[src/rtl/decode_index_fifo.sv]
// Maps decoder one-hot-low code words to a 3-bit index (or error), queues results in a small
// valid/ready FIFO, and keeps saturating hit/error counters. `define DECODE_STICKY_ERR_EN adds err_sticky.
module decode_index_fifo #(
    parameter int WIDTH = 32,
    parameter int DEPTH = 4,
    parameter int CNT_W = 16
) (
    input  logic             clk,
    input  logic             rst,
    input  logic             in_valid,
    input  logic [WIDTH-1:0] data_in,
    output logic             in_ready,
    output logic             out_valid,
    input  logic             out_ready,
    output logic [2:0]       out_idx,
    output logic             out_err,
    input  logic [2:0]       cnt_sel,
    output logic [CNT_W-1:0] hit_cnt,
    output logic [CNT_W-1:0] err_cnt
`ifdef DECODE_STICKY_ERR_EN
    ,
    output logic             err_sticky
`endif
);

    localparam int AW = $clog2(DEPTH);
    localparam int PW = AW + 1;
    localparam logic [CNT_W-1:0] CNT_MAX = {CNT_W{1'b1}};

    // The code words are decimal constants whose digits happen to look like a one-hot-low pattern.
    localparam logic [WIDTH-1:0] CODE_0 = WIDTH'(11111110);
    localparam logic [WIDTH-1:0] CODE_1 = WIDTH'(11111101);
    localparam logic [WIDTH-1:0] CODE_2 = WIDTH'(11111011);
    localparam logic [WIDTH-1:0] CODE_3 = WIDTH'(11110111);
    localparam logic [WIDTH-1:0] CODE_4 = WIDTH'(11101111);
    localparam logic [WIDTH-1:0] CODE_5 = WIDTH'(11011111);
    localparam logic [WIDTH-1:0] CODE_6 = WIDTH'(10111111);
    localparam logic [WIDTH-1:0] CODE_7 = WIDTH'(01111111);

    typedef struct packed {
        logic       err;
        logic [2:0] idx;
    } entry_t;

    entry_t           cls_entry;
    logic             push;
    logic             pop;
    logic             full;
    logic             empty;

    logic [PW-1:0]    wr_ptr_q, wr_ptr_d;
    logic [PW-1:0]    rd_ptr_q, rd_ptr_d;
    entry_t           mem_q [DEPTH];
    entry_t           mem_d [DEPTH];
    logic [CNT_W-1:0] hit_cnt_q [8];
    logic [CNT_W-1:0] hit_cnt_d [8];
    logic [CNT_W-1:0] err_cnt_q, err_cnt_d;

    // NOTE: every signal gets a default before the case so no path leaves it unassigned (no latch).
    always_comb begin
        cls_entry.idx = 3'd0;
        cls_entry.err = 1'b0;
        case (data_in)
            CODE_0:  cls_entry.idx = 3'd0;
            CODE_1:  cls_entry.idx = 3'd1;
            CODE_2:  cls_entry.idx = 3'd2;
            CODE_3:  cls_entry.idx = 3'd3;
            CODE_4:  cls_entry.idx = 3'd4;
            CODE_5:  cls_entry.idx = 3'd5;
            CODE_6:  cls_entry.idx = 3'd6;
            CODE_7:  cls_entry.idx = 3'd7;
            default: cls_entry.err = 1'b1;
        endcase
    end

    assign empty     = (wr_ptr_q == rd_ptr_q);
    assign full      = (wr_ptr_q == {~rd_ptr_q[AW], rd_ptr_q[AW-1:0]});
    assign in_ready  = !full;
    assign out_valid = !empty;
    assign push      = in_valid && !full && (data_in != '0);
    assign pop       = !empty && out_ready;

    always_comb begin
        wr_ptr_d = wr_ptr_q;
        rd_ptr_d = rd_ptr_q;
        mem_d    = mem_q;
        if (push) begin
            mem_d[wr_ptr_q[AW-1:0]] = cls_entry;
            wr_ptr_d = wr_ptr_q + PW'(1);
        end
        if (pop) begin
            rd_ptr_d = rd_ptr_q + PW'(1);
        end
    end

    always_comb begin
        hit_cnt_d = hit_cnt_q;
        err_cnt_d = err_cnt_q;
        if (push) begin
            if (cls_entry.err) begin
                if (err_cnt_q != CNT_MAX) err_cnt_d = err_cnt_q + CNT_W'(1);
            end else if (hit_cnt_q[cls_entry.idx] != CNT_MAX) begin
                hit_cnt_d[cls_entry.idx] = hit_cnt_q[cls_entry.idx] + CNT_W'(1);
            end
        end
    end

    // NOTE: sequential state uses non-blocking assignments so all flops see pre-edge values.
    always_ff @(posedge clk or negedge rst) begin
        if (!rst) begin
            wr_ptr_q  <= '0;
            rd_ptr_q  <= '0;
            err_cnt_q <= '0;
            for (int i = 0; i < 8; i++) hit_cnt_q[i] <= '0;
            // NOTE: the tiny FIFO array is reset so the head reads idx 0 / err 0 straight out of reset.
            for (int i = 0; i < DEPTH; i++) mem_q[i] <= '0;
        end else begin
            wr_ptr_q  <= wr_ptr_d;
            rd_ptr_q  <= rd_ptr_d;
            err_cnt_q <= err_cnt_d;
            hit_cnt_q <= hit_cnt_d;
            mem_q     <= mem_d;
        end
    end

    assign out_idx = mem_q[rd_ptr_q[AW-1:0]].idx;
    assign out_err = mem_q[rd_ptr_q[AW-1:0]].err;
    assign hit_cnt = hit_cnt_q[cnt_sel];
    assign err_cnt = err_cnt_q;

`ifdef DECODE_STICKY_ERR_EN
    logic err_sticky_q, err_sticky_d;

    always_comb begin
        err_sticky_d = err_sticky_q | (push && cls_entry.err);
    end

    always_ff @(posedge clk or negedge rst) begin
        if (!rst) err_sticky_q <= 1'b0;
        else      err_sticky_q <= err_sticky_d;
    end

    assign err_sticky = err_sticky_q;
`endif

endmodule

[config.mk]
export PLATFORM = sky130hd
export DESIGN_NAME = decode_index_fifo
export DESIGN_NICKNAME = d
export VERILOG_FILES = /design/src/rtl/decode_index_fifo.sv
export SDC_FILE = /design/constraint.sdc
export NUM_CORES = 1
export LEC_CHECK = 0
export BUFFER_PORTS_ARGS = -buffer_cell sky130_fd_sc_hd__buf_2
export CORE_MARGIN = 2
export CORE_UTILIZATION = 40
export DETAILED_ROUTE_END_ITERATION = 8
export PLACE_DENSITY = 0.67
export SYNTH_ARGS = -nofsm -noshare
export SYNTH_HDL_FRONTEND = slang
export SYNTH_SLANG_ARGS = --single-unit
[constraint.sdc]
create_clock -name clk -period 7.2 [get_ports clk]
set_input_delay 1.08 -clock clk [delete_from_list [all_inputs] [get_ports clk]]
set_output_delay 1.08 -clock clk [all_outputs]
set_load 0.01 [all_outputs]
==> results of run 1 <==
-- metrics by stage --
| step | power, mW | instances |
|---|---|---|
| floorplan | 1.22 | 1000 |
| global placement | 1.32 | 1363 |
| detailed placement | 1.33 | 1363 |
| CTS | 2.27 | 1395 |
| global route | 2.35 | 1395 |
| finish | 2.26 | 1395 |
-- cell families after synthesis --
kind of cell | Yosys count | synth area share
simple gates | 392 | 0.204
compound gates | 252 | 0.166
flops | 166 | 0.428
buf+inv | 84 | 0.0428
mux | 67 | 0.119
xor+xnor | 32 | 0.0304
fa+ha+maj | 7 | 0.00902
-- cell usage after synthesis (5+ instances only) --
library cell	instances
sky130_fd_sc_hd__nand2_1	169
sky130_fd_sc_hd__dfrtp_1	166
sky130_fd_sc_hd__o21ai_0	127
sky130_fd_sc_hd__nor2_1	45
sky130_fd_sc_hd__mux4_2	36
sky130_fd_sc_hd__nor3_1	34
sky130_fd_sc_hd__clkbuf_1	30
sky130_fd_sc_hd__mux2_2	29
sky130_fd_sc_hd__nor4_1	26
sky130_fd_sc_hd__xnor2_1	23
sky130_fd_sc_hd__inv_1	21
sky130_fd_sc_hd__o22ai_1	21
sky130_fd_sc_hd__nand3_1	20
sky130_fd_sc_hd__o21ai_1	20
sky130_fd_sc_hd__or3_1	18
sky130_fd_sc_hd__or4_1	14
sky130_fd_sc_hd__nand4_1	13
sky130_fd_sc_hd__buf_2	11
sky130_fd_sc_hd__buf_4	11
sky130_fd_sc_hd__a21oi_1	10
sky130_fd_sc_hd__and3_1	10
sky130_fd_sc_hd__o22a_1	9
sky130_fd_sc_hd__ha_1	7
sky130_fd_sc_hd__xor2_1	7
sky130_fd_sc_hd__buf_6	6
sky130_fd_sc_hd__a22oi_1	5
sky130_fd_sc_hd__buf_1	5
sky130_fd_sc_hd__o2111ai_1	5
sky130_fd_sc_hd__o2bb2ai_1	5
-- worst paths after layout --
check	slack (ns)	from	to
worst max-delay path	1.25	data_in[5]	hit_cnt_q[26]
worst min-delay path	0.48	mem_q[14]	mem_q[14]
worst max register to register	2.80	hit_cnt_q[89]	hit_cnt_q[26]
worst min register to register	0.48	mem_q[14]	mem_q[14]
max in group asynchronous	4.94	rst	hit_cnt_q[96]
min in group asynchronous	0.73	rst	wr_ptr_q[2]
-- power groups by stage --
stage / Sequential [mW] / Combinational (mW) / Clock (mW)
6_report: 1.02 / 0.290 / 0.946
5_1_grt: 1.03 / 0.324 / 1.00
4_1_cts: 1.02 / 0.292 / 0.957
3_5_place_dp: 1.04 / 0.292 / 0
3_3_place_gp: 1.04 / 0.285 / 0
2_1_floorplan: 1.03 / 0.186 / 0
-- state kept, by name (all words and copies together), names as in the netlist --
register	cells
err_cnt	16
hit_cnt_q	128
mem_q	16
rd_ptr_q	3
wr_ptr_q	3
-- metal layers --
| layer | track usage | vias up | routed length [µm] |
|---|---|---|---|
| li1 | - | 3843 | - |
| met1 | 0.324 | 4205 | 12900 |
| met2 | 0.376 | 442 | 14100 |
| met3 | 0.0771 | 102 | 3070 |
| met4 | 0.105 | 0 | 1230 |
| met5 | 0 | - | 0 |
-- worst min-delay path: cells and delay by family (launching register included) --
family | cells | cell delay (ns)
compound gates | 1 | 0.06
flops | 1 | 0.34
simple gates | 1 | 0.04
-- cell type report --
type	count	area [µm²]	share of cell area
Multi-Input combinational cell	750	5240	0.474
Sequential cell	166	4150	0.376
Timing Repair Buffer	102	582	0.0526
Clock buffer	22	454	0.0411
Tap cell	324	405	0.0367
Clock inverter	10	146	0.0132
Inverter	21	78.8	0.00713
-- placed cells by master (no fill, tap or decap), drive strengths merged, types with 4 or more instances in the layout --
cell	n
xnor2	23
o21ai	147
and2	4
and3	10
a2111oi	4
o2bb2ai	5
clkinv	5
o22ai	21
clkbuf	22
nand4b	4
xor2	9
mux4	36
nand2	169
dfrtp	166
or4	14
nor4	26
o2111ai	5
nor2	46
a22oi	5
mux2	30
nor3	35
or3	18
a21o	4
or4bb	4
a21oi	12
o22a	9
or2	5
o32ai	4
o211ai	4
inv	23
nand4	14
nand3	20
ha	7
buf	102
o311ai	8
==> impl_summary.log, run 1 <==
[metrics] result of the run: finished clean
[metrics] initial core utilization: 0.404
[metrics] GRT overflow: 0
[metrics] classification of the worst setup path: input port to register
[metrics] number of CTS-inserted buffers: 17
[metrics] post-route cell area: ~0.011 mm²
[metrics] Data required, critical path: about 7.5 ns
[metrics] number of hold-repair buffers added at the cts stage: 0
[metrics] setup TNS after final layout: 0 ns
[metrics] clock skew after layout: 0.0120 ns
[metrics] leakage power of the design: 4.51 nW
[metrics] upper clock frequency limit: between 150 and 200 MHz
[metrics] average cell area after synthesis: 9.71 µm²
[metrics] FF+latch count, synth: 166
[metrics] count of buffer and inverter cells on the critical path: 3
[metrics] DRC violations left: 0
[metrics] worst hold stages: 2
[metrics] ratio of total power to cell area: 204 mW/mm²
[metrics] fill cell total of the finished layout: roughly 2300
[metrics] proportion of layout cells with a drive suffix above 1: 0.204
[metrics] max-slew violation count: 0
[metrics] Comb power frac: 0.128
[metrics] ordered cell list for the critical path: buf_2 > nor4b_1 > nand3b_1 > nor3_2 > a2111oi_2 > a21oi_1 > ha_1 > inv_1 > nor3_1 > nand4_4 > o311ai_4 > buf_4 > o21ai_0
[metrics] Layout area overhead: 13.9%
[metrics] CTS HTree Levels: 4
[metrics] Worst VDD drop: around 0.15 mV
[metrics] Critical Path Source Type: input port
[metrics] number of setup buffers added after CTS: 0
[metrics] sinks on the clock net: between 150 and 200
[metrics] routed length per instance: roughly 22 µm
[metrics] smallest setup slack after layout: around 1.3 ns
[metrics] post-layout min period: 5.95 ns
[metrics] Worst setup EP type: register
[metrics] clock network latency to the later pin of the worst-skew pair: roughly 0.43 ns
[metrics] Die Footprint: roughly 0.026 mm²
[metrics] overall track demand over capacity in global routing: 0.246
[metrics] via count of the first global-routing pass: between 8000 and 9000
[metrics] initial antenna violation count: 0
[metrics] share of the cycle needed by the critical path after routing: 0.826
[metrics] cell count along the critical path: 13
[metrics] worst min-delay path class: register to register
[metrics] largest driver fanout on the critical path: 18
[metrics] residual antenna-violating net count after detailed routing: 0
[metrics] cell type contributing the most total cell area after synthesis: sky130_fd_sc_hd__dfrtp_1
[metrics] sequential share of power: 0.452
[metrics] fraction of post-synthesis cell area in the top cell type by area: 0.428
[metrics] proportion of synthesized chip area in sequential cells: 0.428
[metrics] number of instances in the synthesized netlist: 1000
[metrics] slowest cell on the critical path: sky130_fd_sc_hd__o311ai_4
[metrics] CTS tree: built
[metrics] most instantiated flip-flop cell in the synthesis netlist: sky130_fd_sc_hd__dfrtp_1
[metrics] number of enable-type register cells in the synthesized netlist: 0
[metrics] Internal Power: ~1.6 mW
[metrics] setup-violating endpoint count in the final report: 0
[metrics] reg2reg path depth: 8
[metrics] Pre-Repair DR Iteration Count: 5
[metrics] Die Height: between 150 and 200 µm
[metrics] switching fraction of total power: 0.270
[metrics] share of the core filled with cells in the final layout: 0.460
[metrics] Hold Fails Final Rpt: 0
[metrics] Max Root-Sink Buffers: 2
[metrics] routed via count: 8592
[metrics] largest cells by area after synthesis: sky130_fd_sc_hd__dfrtp_1, sky130_fd_sc_hd__mux4_2, sky130_fd_sc_hd__o21ai_0
[metrics] delay of the slowest critical-path stage: about 0.87 ns
[metrics] CP top delay family: simple AND/OR/NAND/NOR gates
[metrics] Root Buffer Master: sky130_fd_sc_hd__clkbuf_16
[metrics] Final HPWL DP: roughly 22 mm
[metrics] area of placed instances: 0.0105 mm²
[metrics] clock slew at the register clock pins of the worst setup and hold paths: 0.07 ns
[metrics] first-pass GRT wire length: 48.8 mm
[metrics] post-layout net count: 1104
[metrics] I/O pin total: 77
[metrics] largest net degree at the start of global routing: between 90 and 100
[metrics] synthesized netlist net count: 1046
[metrics] max-cap viol count: 0
[metrics] area of the core: roughly 0.024 mm²
[metrics] CTS-repair resized insts: 0
[metrics] switching power: 610 µW
[metrics] width of the die: ~160 µm
[metrics] number of port buffers: 76
[metrics] proportion of synthesized flip-flops having asynchronous set or reset: 1.00
[metrics] number of unique standard cell types used by synthesis: just under 80
[metrics] number of DRC markers after the initial detailed-route iteration: 1015
[metrics] part of the total power dissipated in the clock network: 0.419
[metrics] number of synthesis warnings: 0
[metrics] final wirelength: about 31 mm
[metrics] worst-case hold slack: slightly below 0.5 ns
[metrics] transition at the pin with the smallest max-transition slack: ~1.1 ns
[metrics] remaining max-slew budget at the tightest pin: 0.236
[metrics] worst setup slack after placement: 0.860 ns
[metrics] floorplan row count: 57
[metrics] GP Congestion: about 0.95
[metrics] cell area after technology mapping: slightly below 0.01 mm²
[metrics] setup repair after global routing missed its margin: false
[metrics] Vias per Instance: between 6 and 7
[metrics] # diodes: 0
[metrics] arrival time of the worst setup path: 6.23 ns
No activity file was read; power rests on OpenSTA's default activity.
==> run 2: changes to the inputs <==
--- a/config.mk
+++ b/config.mk
@@ -9,7 +9,7 @@
 export CORE_MARGIN = 2
 export CORE_UTILIZATION = 40
 export DETAILED_ROUTE_END_ITERATION = 8
-export PLACE_DENSITY = 0.67
+export PLACE_DENSITY = 0.69
 export SYNTH_ARGS = -nofsm -noshare
 export SYNTH_HDL_FRONTEND = slang
 export SYNTH_SLANG_ARGS = --single-unit
==> constraint.sdc (replaced) <==
create_clock -name clk -period 5.06 [get_ports clk]
set_input_delay 0.759 -clock clk [delete_from_list [all_inputs] [get_ports clk]]
set_output_delay 0.759 -clock clk [all_outputs]
set_load 0.01 [all_outputs]
==> impl_summary.log, run 2 (synthesis results as in run 1) <==
[metrics] remaining max-slew budget at the tightest pin: 0.319 (was 0.236)
[metrics] CTS-repair resized insts: 0 (unchanged)
[metrics] post-layout net count: 1149 (was 1104)
[metrics] post-route cell area: 0.0115 mm² (was 0.0111 mm²)
[metrics] number of setup buffers added after CTS: 0 (unchanged)
[metrics] # diodes: 0 (unchanged)
[metrics] classification of the worst setup path: input port to register (unchanged)
[metrics] Pre-Repair DR Iteration Count: 6 (was 5)
[metrics] max-slew violation count: 0 (unchanged)
[metrics] width of the die: 160 µm (unchanged)
[metrics] routed length per instance: 22.4 µm (about the same)
[metrics] Hold Fails Final Rpt: 0 (unchanged)
[metrics] sinks on the clock net: 166 (unchanged)
[metrics] number of hold-repair buffers added at the cts stage: 0 (unchanged)
[metrics] number of CTS-inserted buffers: 17 (unchanged)
[metrics] switching power: 892 µW (was 610 µW)
[metrics] switching fraction of total power: 0.271 (was 0.270)
[metrics] overall track demand over capacity in global routing: 0.257 (was 0.246)
[metrics] area of the core: 0.0240 mm² (unchanged)
[metrics] sequential share of power: 0.441 (was 0.452)
[metrics] Die Footprint: 0.0255 mm² (unchanged)
[metrics] Data required, critical path: 5.41 ns (was 7.48 ns)
[metrics] Critical Path Source Type: input port (unchanged)
[metrics] share of the core filled with cells in the final layout: 0.478 (was 0.460)
[metrics] worst setup slack after placement: 0.0382 ns (was 0.860 ns)
[metrics] Max Root-Sink Buffers: 2 (unchanged)
[metrics] flip-flop count of the largest register, all copies and words added: 128 (unchanged)
[metrics] Worst VDD drop: 0.201 mV (was 0.151 mV)
[metrics] slowest cell on the critical path: sky130_fd_sc_hd__nor3_1 (was sky130_fd_sc_hd__o311ai_4)
[metrics] clock network latency to the later pin of the worst-skew pair: 0.44 ns (was 0.43 ns)
[metrics] CTS HTree Levels: 4 (unchanged)
[metrics] Layout area overhead: 18.5% (was 13.9%)
[metrics] DRC violations left: 0 (unchanged)
[metrics] transition at the pin with the smallest max-transition slack: 1.02 ns (was 1.13 ns)
[metrics] routed via count: 8817 (was 8592)
[metrics] number of port buffers: 76 (unchanged)
[metrics] floorplan row count: 57 (unchanged)
[metrics] residual antenna-violating net count after detailed routing: 0 (unchanged)
[metrics] leakage power of the design: 4.77 nW (was 4.51 nW)
[metrics] part of the total power dissipated in the clock network: 0.433 (was 0.419)
[metrics] Internal Power: 2.40 mW (was 1.65 mW)
[metrics] clock skew after layout: 0.0154 ns (was 0.0120 ns)
[metrics] setup-violating endpoint count in the final report: 0 (unchanged)
[metrics] smallest setup slack after layout: 0.441 ns (was 1.25 ns)
[metrics] share of the cycle needed by the critical path after routing: 0.913
[metrics] CP top delay family: simple AND/OR/NAND/NOR gates (unchanged)
[metrics] clock slew at the register clock pins of the worst setup and hold paths: 0.07 ns (about the same)
[metrics] GP Congestion: 1.01 (was 0.952)
[metrics] ratio of total power to cell area: 287 mW/mm² (was 204 mW/mm²)
[metrics] CTS tree: built (unchanged)
[metrics] count of buffer and inverter cells on the critical path: 2 (was 3)
[metrics] setup TNS after final layout: 0 ns (unchanged)
[metrics] Comb power frac: 0.126 (was 0.128)
[metrics] arrival time of the worst setup path: 4.97 ns (was 6.23 ns)
[metrics] delay of the slowest critical-path stage: 0.80 ns (was 0.87 ns)
[metrics] max-cap viol count: 0 (unchanged)
[metrics] Root Buffer Master: sky130_fd_sc_hd__clkbuf_16 (unchanged)
[metrics] first-pass GRT wire length: 50.9 mm (was 48.8 mm)
[metrics] largest driver fanout on the critical path: 15 (was 18)
[metrics] ordered cell list for the critical path: buf_2 > or4_1 > or4_1 > a211oi_4 > a2111oi_2 > a21oi_1 > ha_1 > inv_1 > nor3_2 > nand4_4 > nor3_1 > o21ai_0 > o21ai_0 (was buf_2 > nor4b_1 > nand3b_1 > nor3_2 > a2111oi_2 > a21oi_1 > ha_1 > inv_1 > nor3_1 > nand4_4 > o311ai_4 > buf_4 > o21ai_0)
[metrics] Worst setup EP type: register (unchanged)
[metrics] post-layout min period: between 4 and 5 ns
[metrics] number of DRC markers after the initial detailed-route iteration: 1108 (was 1015)
[metrics] setup repair after global routing missed its margin: false (unchanged)
[metrics] I/O pin total: 77 (unchanged)
[metrics] largest net degree at the start of global routing: 69 (was 98)
[metrics] upper clock frequency limit: around 220 MHz
[metrics] final wirelength: 32.2 mm (was 31.3 mm)
[metrics] via count of the first global-routing pass: 8771 (was 8351)
[metrics] proportion of layout cells with a drive suffix above 1: 0.240 (was 0.204)
[metrics] initial core utilization: 0.404 (unchanged)
[metrics] area of placed instances: 0.0108 mm² (was 0.0105 mm²)
[metrics] Final HPWL DP: 23.6 mm (was 22.2 mm)
[metrics] Die Height: 160 µm (unchanged)
[metrics] GRT overflow: 0 (unchanged)
[metrics] Vias per Instance: 6.12 (was 6.16)
[metrics] most frequent cells in the layout: sky130_fd_sc_hd__nand2_1, sky130_fd_sc_hd__dfrtp_1, sky130_fd_sc_hd__o21ai_0, sky130_fd_sc_hd__buf_2, sky130_fd_sc_hd__buf_4 (was sky130_fd_sc_hd__nand2_1, sky130_fd_sc_hd__dfrtp_1, sky130_fd_sc_hd__o21ai_0, sky130_fd_sc_hd__buf_2, sky130_fd_sc_hd__nor2_1)
[metrics] worst min-delay path class: input port to async pin (was register to register)
[metrics] result of the run: finished clean (unchanged)
[metrics] initial antenna violation count: 1 (was 0)
[metrics] largest reg by FF count: hit_cnt_q (unchanged)
[metrics] most common cell after layout, fill and taps aside: sky130_fd_sc_hd__nand2_1 (unchanged)
[run 2: final timing paths]
| kind | start | to | slack (ns) | cells past startpoint |
|---|---|---|---|---|
| setup / recovery | data_in[25] | hit_cnt_q[110] | 0.44 | 13 |
| hold / removal | rst | hit_cnt_q[10] | 0.31 | 1 |
| setup reg to reg | hit_cnt_q[25] | hit_cnt_q[110] | 1.62 | 9 |
| hold reg to reg | mem_q[14] | mem_q[14] | 0.48 | 2 |
| max in group asynchronous | rst | hit_cnt_q[79] | 3.60 | 2 |
| min in group clk | mem_q[14] | mem_q[14] | 0.48 | 2 |
[run 2: cell type report]
class | instances | area, µm²
fillers | 2211 | 12500
inverters | 21 | 78.8
repair buffers | 147 | 970
clock inverters | 14 | 209
flip-flops and latches | 166 | 4150
multi-input cells | 750 | 5240
clock buffers | 18 | 439
well taps | 324 | 405
[run 2: layer usage]
layer | global-route usage | part of all wire | wire length (µm)
met1 | 0.345 | 0.42 | 13400
met2 | 0.401 | 0.46 | 14700
met3 | 0.0642 | 0.093 | 2990
met4 | 0.102 | 0.035 | 1120
met5 | 0 | 0.00040 | 13
[run 2: power groups by stage]
stage / logic, mW / clock network (mW) / registers [mW]
after floorplan: 0.265 / 0 / 1.47
after global placement: 0.406 / 0 / 1.47
after detailed placement: 0.416 / 0 / 1.48
after CTS: 0.418 / 1.45 / 1.45
after global routing: 0.460 / 1.51 / 1.46
final: 0.415 / 1.43 / 1.45
[run 2: through the flow]
step	hold WS, ns	power (mW)	cells
2_1_floorplan	0.445	1.73	1000
3_3_place_gp	0.457	1.88	1408
3_5_place_dp	0.470	1.89	1408
4_1_cts	0.328	3.32	1440
5_1_grt	0.347	3.43	1440
6_report	0.306	3.29	1440
[run 2: worst reg2reg max path: cells and delay by family, from the launching register on]
family / cells / cell delay [ns]
simple gates: 6 / 2.47
flops: 1 / 0.39
compound gates: 2 / 0.32
buf+inv: 1 / 0.19
==> run 3: changes to the inputs <==
--- a/config.mk
+++ b/config.mk
@@ -6,6 +6,7 @@
 export NUM_CORES = 1
 export LEC_CHECK = 0
 export BUFFER_PORTS_ARGS = -buffer_cell sky130_fd_sc_hd__buf_2
+export CORE_ASPECT_RATIO = 1.1
 export CORE_MARGIN = 2
 export CORE_UTILIZATION = 40
 export DETAILED_ROUTE_END_ITERATION = 8
==> impl_summary.log, run 3 (synthesis results as in run 1) <==
[metrics] switching fraction of total power: 0.292 (was 0.271)
[metrics] overall track demand over capacity in global routing: 0.251 (was 0.257)
[metrics] area occupied by registers: 0.00415 mm² (unchanged)
[metrics] # diodes: 0 (unchanged)
[metrics] part of the total power dissipated in the clock network: 0.414 (was 0.433)
[metrics] clock skew after layout: 0.00938 ns (was 0.0154 ns)
[metrics] arrival time of the worst setup path: 4.95 ns (was 4.97 ns)
[metrics] post-route cell area: 0.0114 mm² (was 0.0115 mm²)
[metrics] max-cap viol count: 0 (unchanged)
[metrics] Worst setup EP type: register (unchanged)
[metrics] first-pass GRT wire length: 50.0 mm (was 50.9 mm)
[metrics] classification of the worst setup path: input port to register (unchanged)
[metrics] number of CTS-inserted buffers: 17 (unchanged)
[metrics] worst setup slack after placement: 0.129 ns (was 0.0382 ns)
[metrics] Layout area overhead: 18.0% (was 18.5%)
[metrics] max-slew violation count: 0 (unchanged)
[metrics] largest net degree at the start of global routing: 101 (was 69)
[metrics] Internal Power: 2.26 mW (was 2.40 mW)
[metrics] Die Height: 167 µm (was 160 µm)
[metrics] Critical Path Source Type: input port (unchanged)
[metrics] routed length per instance: 22.4 µm (about the same)
[metrics] proportion of layout cells with a drive suffix above 1: 0.239 (was 0.240)
[metrics] clock network latency to the later pin of the worst-skew pair: 0.43 ns (was 0.44 ns)
[metrics] largest driver fanout on the critical path: 17 (was 15)
[metrics] sequential share of power: 0.455 (was 0.441)
[metrics] GRT overflow: 0 (unchanged)
[metrics] clock slew at the register clock pins of the worst setup and hold paths: 0.07 ns (about the same)
[metrics] fill cell total of the finished layout: 2220 (was 2211)
[metrics] Die Footprint: 0.0255 mm² (about the same)
[metrics] worst reg2reg setup slack: 1.24 ns (was 1.62 ns)
[metrics] ratio of total power to cell area: 279 mW/mm² (was 287 mW/mm²)
[metrics] Data required, critical path: 5.38 ns (was 5.41 ns)
[metrics] number of port buffers: 76 (unchanged)
[metrics] upper clock frequency limit: 216 MHz (about the same)
[metrics] leakage power of the design: 4.75 nW (was 4.77 nW)
[metrics] Hold Fails Final Rpt: 0 (unchanged)
[metrics] largest reg by FF count: hit_cnt_q (unchanged)
[metrics] GP Congestion: 0.941 (was 1.01)
[metrics] setup repair after global routing missed its margin: false (unchanged)
[metrics] worst min-delay path class: input port to async pin (unchanged)
[metrics] transition at the pin with the smallest max-transition slack: 1.05 ns (was 1.02 ns)
[metrics] number of setup buffers added after CTS: 0 (unchanged)
[metrics] number of hold-repair buffers added at the cts stage: 0 (unchanged)
[metrics] area of the core: 0.0238 mm² (was 0.0240 mm²)
[metrics] CTS tree: built (unchanged)
[metrics] number of DRC markers after the initial detailed-route iteration: 950 (was 1108)
[metrics] post-layout net count: 1148 (was 1149)
[metrics] DRC violations left: 0 (unchanged)
[metrics] floorplan row count: 59 (was 57)
[metrics] share of the cycle needed by the critical path after routing: 0.916 (was 0.913)
[metrics] flip-flop count of the largest register, all copies and words added: 128 (unchanged)
[metrics] Pre-Repair DR Iteration Count: 6 (unchanged)
[metrics] residual antenna-violating net count after detailed routing: 0 (unchanged)
[metrics] sinks on the clock net: 166 (unchanged)
[metrics] most common cell after layout, fill and taps aside: sky130_fd_sc_hd__nand2_1 (unchanged)
[metrics] Vias per Instance: 6.24 (was 6.12)
[metrics] Max Root-Sink Buffers: 2 (unchanged)
[metrics] area of placed instances: 0.0108 mm² (about the same)
[metrics] routed via count: 8856 (was 8817)
[metrics] switching power: 933 µW (was 892 µW)
[metrics] width of the die: 153 µm (was 160 µm)
[metrics] CTS HTree Levels: 4 (unchanged)
[metrics] share of the core filled with cells in the final layout: 0.482 (was 0.478)
[metrics] setup TNS after final layout: 0 ns (unchanged)
[metrics] post-layout min period: 4.63 ns (was 4.62 ns)
[metrics] most frequent cells in the layout: sky130_fd_sc_hd__nand2_1, sky130_fd_sc_hd__dfrtp_1, sky130_fd_sc_hd__o21ai_0, sky130_fd_sc_hd__buf_2, sky130_fd_sc_hd__buf_4 (unchanged)
[metrics] Comb power frac: 0.131 (was 0.126)
[metrics] I/O pin total: 77 (unchanged)
[metrics] via count of the first global-routing pass: 8574 (was 8771)
[metrics] Worst VDD drop: 0.224 mV (was 0.201 mV)
[metrics] CTS-repair resized insts: 0 (unchanged)
[metrics] area of the multi-input gates: 0.00524 mm² (unchanged)
[metrics] Final HPWL DP: 23.2 mm (was 23.6 mm)
[metrics] smallest setup slack after layout: 0.426 ns (was 0.441 ns)
[metrics] Root Buffer Master: sky130_fd_sc_hd__clkbuf_16 (unchanged)
[metrics] result of the run: finished clean (unchanged)
[metrics] final wirelength: 31.8 mm (was 32.2 mm)
[metrics] setup-violating endpoint count in the final report: 0 (unchanged)
[metrics] initial antenna violation count: 0 (was 1)
[metrics] remaining max-slew budget at the tightest pin: 0.280 (was 0.319)
[metrics] initial core utilization: 0.408 (was 0.404)
## run 3: cell types whose count changed in the layout (fill, tap and decap cells not counted)
cell	delta
sky130_fd_sc_hd__buf_12	+2
sky130_fd_sc_hd__buf_4	-3
sky130_fd_sc_hd__bufinv_16	-3
sky130_fd_sc_hd__clkbuf_8	-1
sky130_fd_sc_hd__clkinv_2	+1
sky130_fd_sc_hd__clkinv_4	-1
sky130_fd_sc_hd__clkinv_8	+3
sky130_fd_sc_hd__inv_12	+1
## run 3: power groups by stage
stage | clock [mW] | combinational (mW) | sequential, mW
after floorplan | 0 | 0.265 | 1.47
after global placement | 0 | 0.413 | 1.48
after detailed placement | 0 | 0.419 | 1.48
after CTS | 1.34 | 0.421 | 1.45
after global routing | 1.40 | 0.464 | 1.46
final | 1.32 | 0.417 | 1.45
## run 3: cell type report
class	count	share of cell area
Multi-Input combinational cell	750	0.458
Sequential cell	166	0.363
Timing Repair Buffer	146	0.0862
Clock buffer	17	0.0372
Tap cell	305	0.0333
Clock inverter	15	0.0157
Inverter	21	0.00689
## run 3: critical path, cell delays in order
cell and delay, ns:
sky130_fd_sc_hd__buf_2 0.10, sky130_fd_sc_hd__buf_4 0.14, sky130_fd_sc_hd__and4_1 0.18, sky130_fd_sc_hd__nand4_1 0.27, sky130_fd_sc_hd__or2_1 0.37, sky130_fd_sc_hd__o32ai_1 0.15, sky130_fd_sc_hd__a2111oi_0 0.93, sky130_fd_sc_hd__and3b_1 0.38
sky130_fd_sc_hd__nand3_1 0.21, sky130_fd_sc_hd__buf_4 0.28, sky130_fd_sc_hd__o311ai_4 0.78, sky130_fd_sc_hd__mux2_1 0.38
## run 3: metrics by stage
stage	std cells	hold WS [ns]	total power, mW
6_report	1420	0.340	3.19
2_1_floorplan	1000	0.445	1.73
3_5_place_dp	1388	0.470	1.90
5_1_grt	1420	0.389	3.32
4_1_cts	1420	0.360	3.22
3_3_place_gp	1388	0.456	1.89
## run 3: path summary, 6_finish.rpt
check,start,cells after the start,endpoint
setup / recovery,data_in[13],12,hit_cnt_q[33]
min in group clk,mem_q[14],2,mem_q[14]
hold reg to reg,mem_q[14],2,mem_q[14]
hold / removal,rst,1,wr_ptr_q[1]
max in group asynchronous,rst,2,hit_cnt_q[1]
setup reg to reg,hit_cnt_q[25],8,hit_cnt_q[33]
## run 3: metal layers
metal / global-route usage / share of wire
met1: 0.334 / 0.40
met2: 0.397 / 0.46
met3: 0.0502 / 0.093
met4: 0.115 / 0.050
met5: 0 / 0
